**src/rtl/branch_resolve_queue.sv**
```systemverilog
// In-order queue of predicted branches between fetch and execute. Resolves the
// oldest entry, emits a predictor update, and flushes/redirects on a mispredict.
module branch_resolve_queue #(
  parameter int PC_W  = 16,
  parameter int DEPTH = 4,
  parameter int CNT_W = 16
) (
  input  logic                     clk,
  input  logic                     reset_n,
  input  logic                     pred_valid,
  input  logic [PC_W-1:0]          pred_pc,
  input  logic                     pred_taken,
  input  logic [PC_W-1:0]          pred_target,
  input  logic [PC_W-1:0]          pred_fallthru,
  output logic                     pred_ready,
  input  logic                     res_valid,
  input  logic                     res_taken,
  input  logic [PC_W-1:0]          res_target,
  output logic                     upd_valid,
  output logic [PC_W-1:0]          upd_pc,
  output logic                     upd_taken,
  output logic                     flush,
  output logic [PC_W-1:0]          redirect_pc,
  output logic [CNT_W-1:0]         mispredict_cnt,
  output logic [$clog2(DEPTH):0]   occupancy,
  output logic                     res_err
);

  localparam int AW = $clog2(DEPTH);
  localparam int OW = AW + 1;
  localparam logic [OW-1:0] FULL = OW'(DEPTH);

  logic [PC_W-1:0]  pc_q       [DEPTH];
  logic             taken_q    [DEPTH];
  logic [PC_W-1:0]  target_q   [DEPTH];
  logic [PC_W-1:0]  fallthru_q [DEPTH];

  logic [AW-1:0]    head_q, head_d, tail_q, tail_d;
  logic [OW-1:0]    occ_q, occ_d;
  logic             upd_valid_q, upd_taken_q, flush_q, res_err_q;
  logic [PC_W-1:0]  upd_pc_q, redirect_q;
  logic [CNT_W-1:0] cnt_q;

  logic res_acc_s, push_acc_s, mispredict_s;

  assign pred_ready   = (occ_q != FULL);
  assign res_acc_s    = res_valid && (occ_q != {OW{1'b0}});
  assign mispredict_s = res_acc_s && ((res_taken != taken_q[head_q]) ||
                        (res_taken && (res_target != target_q[head_q])));
  // A mispredict squashes the whole queue, so any same-cycle push is wrong-path.
  assign push_acc_s   = pred_valid && pred_ready && !mispredict_s;

  // Next head/tail/occupancy pointers.
  always_comb begin
    head_d = head_q;
    tail_d = tail_q;
    occ_d  = occ_q;
    if (mispredict_s) begin
      head_d = {AW{1'b0}};
      tail_d = {AW{1'b0}};
      occ_d  = {OW{1'b0}};
    end else begin
      if (push_acc_s) tail_d = tail_q + AW'(1);
      else            tail_d = tail_q;
      if (res_acc_s)  head_d = head_q + AW'(1);
      else            head_d = head_q;
      case ({push_acc_s, res_acc_s})
        2'b10:   occ_d = occ_q + OW'(1);
        2'b01:   occ_d = occ_q - OW'(1);
        default: occ_d = occ_q;
      endcase
    end
  end

  // Entry storage.
  always_ff @(posedge clk) begin
    if (!reset_n) begin
      for (int i = 0; i < DEPTH; i++) begin
        pc_q[i]       <= {PC_W{1'b0}};
        taken_q[i]    <= 1'b0;
        target_q[i]   <= {PC_W{1'b0}};
        fallthru_q[i] <= {PC_W{1'b0}};
      end
    end else if (push_acc_s) begin
      pc_q[tail_q]       <= pred_pc;
      taken_q[tail_q]    <= pred_taken;
      target_q[tail_q]   <= pred_target;
      fallthru_q[tail_q] <= pred_fallthru;
    end
  end

  // Pointers, registered resolve outputs and counters.
  always_ff @(posedge clk) begin
    if (!reset_n) begin
      head_q      <= {AW{1'b0}};
      tail_q      <= {AW{1'b0}};
      occ_q       <= {OW{1'b0}};
      upd_valid_q <= 1'b0;
      upd_pc_q    <= {PC_W{1'b0}};
      upd_taken_q <= 1'b0;
      flush_q     <= 1'b0;
      redirect_q  <= {PC_W{1'b0}};
      cnt_q       <= {CNT_W{1'b0}};
      res_err_q   <= 1'b0;
    end else begin
      head_q      <= head_d;
      tail_q      <= tail_d;
      occ_q       <= occ_d;
      upd_valid_q <= res_acc_s;
      flush_q     <= mispredict_s;
      if (res_acc_s) begin
        upd_pc_q    <= pc_q[head_q];
        upd_taken_q <= res_taken;
      end
      if (mispredict_s) begin
        redirect_q <= res_taken ? res_target : fallthru_q[head_q];
        if (cnt_q != {CNT_W{1'b1}}) cnt_q <= cnt_q + CNT_W'(1);
      end
      if (res_valid && (occ_q == {OW{1'b0}})) res_err_q <= 1'b1;
    end
  end

  assign upd_valid      = upd_valid_q;
  assign upd_pc         = upd_pc_q;
  assign upd_taken      = upd_taken_q;
  assign flush          = flush_q;
  assign redirect_pc    = redirect_q;
  assign mispredict_cnt = cnt_q;
  assign occupancy      = occ_q;
  assign res_err        = res_err_q;

endmodule

```
**config.mk**
```make
export PLATFORM = sky130hd
export DESIGN_NAME = branch_resolve_queue
export DESIGN_NICKNAME = d
export VERILOG_FILES = /design/src/rtl/branch_resolve_queue.sv
export SDC_FILE = /design/constraint.sdc
export NUM_CORES = 1
export LEC_CHECK = 0
export CORE_ASPECT_RATIO = 2
export CORE_MARGIN = 1.5
export CORE_UTILIZATION = 51
export DETAILED_ROUTE_END_ITERATION = 8
export HOLD_SLACK_MARGIN = 0.06
export PLACE_DENSITY_LB_ADDON = 0.25
export SETUP_SLACK_MARGIN = 0.1
export SLEW_MARGIN = 0
export SYNTH_ARGS = -nofsm -noshare
export SYNTH_HDL_FRONTEND = slang
export SYNTH_SLANG_ARGS = --single-unit
```
**constraint.sdc**
```tcl
create_clock -name clk -period 6.52 [get_ports clk]
set_input_delay 1.956 -clock clk [delete_from_list [all_inputs] [get_ports clk]]
set_output_delay 1.956 -clock clk [all_outputs]
set_load 0.1 [all_outputs]
```
==> flow_summary.yaml <==
logic_synthesis:
  synth_seq_cells: 257
  dominant_combinational_cell_family_by_area_after_synthesis: "simple AND/OR/NAND/NOR gates"
  yosys-top-cells-area: "edfxtp_1 51%, dfxtp_1 11%, mux4_2 8.5%, and2_1 8.0%, mux2i_1 3.0%"
  edff_count_synth: 193
  netlist.area_leader.share_pct: 51.1
  synth.cell_area_mm2: 0.0113
  ys_warn_count: 0
  post_synth_fa_ha_maj_area_fraction_pct: 0.397
  count_leader_synth: "edfxtp_1"
  yosys.area.top_type: "edfxtp_1"
  synth.yosys.seq_area_share_pct: 62.4
  async_reset_ff_share_pct: 0
  mux_contribution_to_synthesized_area_pct: 11.7
  dominantRegCellSynth: "edfxtp_1"
  synthXorXnorAreaFrac_pct: 1.54
  synth_top_cells_by_count: "193 x edfxtp_1, 145 x and2_1, 64 x dfxtp_1"
  synth_cells: 845
  synthSimpleGateAreaFrac_pct: 17.1
  synth.net_count: 918
  post_synth.cell_area_avg_um2: 13.4
  netlist-cell-type-count: 49
  synth_compound_gate_area_share_pct: 4.02
routing:
  final_wl_mm: 26.4
  postRouteAntennaNets: 0
  vias_per_cell: 5.70
  dr_total_vias: 7136
  drc: 0
  pre_antenna_drt_iters: 5
  drt-wirelength-per-cell_um: 21.1
  drt_iter0_drc: 423
die:
  dieWidth_um: 108
  coreArea_mm2: 0.0220
  start_util_pct: 51.7
  floorplan.die.height_um: 214
  pin_count: 126
  design.die.area_mm2: 0.0232
  fp-row-count: 77
power:
  power_per_cell_area_mw_per_mm2: 383
  fin_total_pwr_w: 0.00525
  highest_ir_drop_seen_on_vdd_mv: 0.289
  cellLeakagePower_nw: 5.00
setup_path:
  timing.critical_path.buf_inv: 4
  cpLargestDelayFamily: "buffers and inverters"
  crit_path_capture_type: "flop"
  timing.critical_path.fanout_max: 30
  critical_path_arrival_ps: 5380
  crit_path_start_kind: "primary input"
  crit_path_top_delay_cell: "nor4_2"
  crit_chain: "clkdlybuf4s50_1, inv_1, o221ai_1, a211o_1, nor4_2, a31oi_4, buf_4, nor2_1, nand2b_2, buf_12"
  setup.worst_path.class: "primary input to flop"
  critical_path_required_ps: 6720
  crit_path_max_incr_delay_ps: 550
global_routing:
  globalRouteOverflowTotal: 0
  groute.usage.overall_pct: 23.5
  grt_pass1_vias: 7313
  initial_antenna_violation_count: 1
  grt_start_max_net_pins: 49
  grt_pass1_wl_mm: 40.8
clock_network:
  cts.sinks: 257
  ctsHtreeMaxLevel: 1
  cts_setup_buffers: 0
  clock-root-buffer: "clkbuf_16"
  worstSkewPairLatency_ps: 510
  cts_inserted_buffers: 23
  cts_resized: 0
  clk_transition_reported_paths_ps: 60
  clock_path_buffers: 3
  ctsHoldBuffers: 0
  cts_tree: "done"
placed_design:
  detailedPlacementHpwl_mm: 17.5
  place.gp.congestion: 0.762
  dp.cells: 1211
  io_buffer_count: 125
sta:
  actual_slew_at_the_worst_max_slew_pin_ps: 1050
  finalSetupViolations: 0
  timing.final.crit_share_pct: 79.5
  final_max_slew_viol_count: 0
  tns_ps: 0
  fin_worst_skew_ps: 8.47
  final-hold-violation-count: 0
  unrepaired_setup_endpoints_after_global_routing: "false"
  fmax_mhz: 193
  slew_headroom_pct: 30.1
  period_minus_slack_ps: 5180
finish:
  finish.net_count: 1033
  diode_count: 0
  area_delta_synth_final_pct: 20.8
  filler_cell_count: 1678
  layout.core_utilization_pct: 62.4
  instances_no_fill: 1252
  drive_above_1_share_pct: 11.9
run:
  max_cap_violations: 0
hold_path:
  min_path_type: "flop to flop"
run_status:
  outcome: "finished clean"
[metrics by stage]
stage                     hold slack, ps  cell area [um^2]  worst slack, ps
after floorplan                      432             11300              297
after global placement               441             12900              886
after detailed placement             446             12900              817
after CTS                            455             13700             1350
after global routing                 476             13700             1190
final                                455             13700             1340
[final cells by class]
cell class	instances	area (um^2)	share of cell area, %
flip-flops and latches	257	7080	51.6
multi-input cells	518	3990	29.1
repair buffers	148	1470	10.7
clock buffers	34	667	4.86
well taps	276	345	2.52
clock inverters	7	113	0.821
inverters	12	45.0	0.329
[worst paths after layout]
| check | to | from | slack, ps | cells after the start |
|---|---|---|---|---|
| setup / recovery | fallthru_q[2][0]$_SDFFCE_PN0P_ | res_target[5] | 1340 | 10 |
| hold / removal | upd_pc[14]$_SDFFE_PN0P_ | upd_pc[14]$_SDFFE_PN0P_ | 460 | 2 |
| setup reg to reg | fallthru_q[2][0]$_SDFFCE_PN0P_ | flop | 1910 | 10 |
| hold reg to reg | upd_pc[14]$_SDFFE_PN0P_ | upd_pc[14]$_SDFFE_PN0P_ | 460 | 2 |
[tightest hold or removal path, stage by stage, from the launching register on]
cell,delay [ps]
dfxtp_1,310
nand2_1,50
a21oi_1,50
[where the power goes]
group | internal (W) | switching [W] | leakage [nW]
Combinational | 0.000587 | 0.00104 | 2.07
Sequential | 0.00206 | 0.000147 | 2.54
Clock | 0.000828 | 0.000584 | 0.383
Total | 0.00348 | 0.00177 | 5.00
[state kept, by name, indices dropped and copies added, names as in the netlist, named ones only]
name / flops
fallthru_q: 64
flush: 1
head_q: 2
mispredict_cnt: 16
occupancy: 3
pc_q: 64
redirect_pc: 16
res_err: 1
tail_q: 2
taken_q: 4
target_q: 64
upd_pc: 16
upd_taken: 1
upd_valid: 1
[layer usage]
layer / wire [um] / vias to the layer above / global-route usage [%] / part of all wire (%)
met3: 1160 / 48 / 2.99 / 4.4
met1: 9630 / 3552 / 26.7 / 36
met4: 1060 / 2 / 10.5 / 4.0
met2: 14500 / 211 / 42.9 / 55
li1: - / 3323 / - / -
met5: 9 / - / 0 / 0.034
[placed cells by master (no fill, tap or decap), types with 3 or more instances in the layout]
cell type	instances
edfxtp_1	193
and2_1	145
clkdlybuf4s50_1	124
dfxtp_1	62
nand2_1	55
and3_1	52
mux4_2	43
nor2_1	38
mux2i_1	34
a21oi_1	30
clkbuf_16	23
buf_4	19
a211oi_1	17
xnor2_1	13
inv_1	11
nand3_1	10
or4_1	8
o31ai_1	8
xor2_1	7
nand4_1	7
clkbuf_1	6
nor3_1	5
nand2b_1	5
clkbuf_8	5
o21ai_0	4
buf_12	4
or3_1	3
bufinv_16	3
[kinds of logic (layout without fill, tap and decap cells)]
logic type	Yosys count	count (layout)
AND/OR/NAND/NOR	344	344
AO/OA/AOI/OAI	72	72
buffers and inverters	70	201
multiplexers	79	79
adder cells (fa/ha/maj)	3	3
XOR/XNOR	20	20
flip-flops	257	257
No activity file was read; power rests on OpenSTA's default activity.
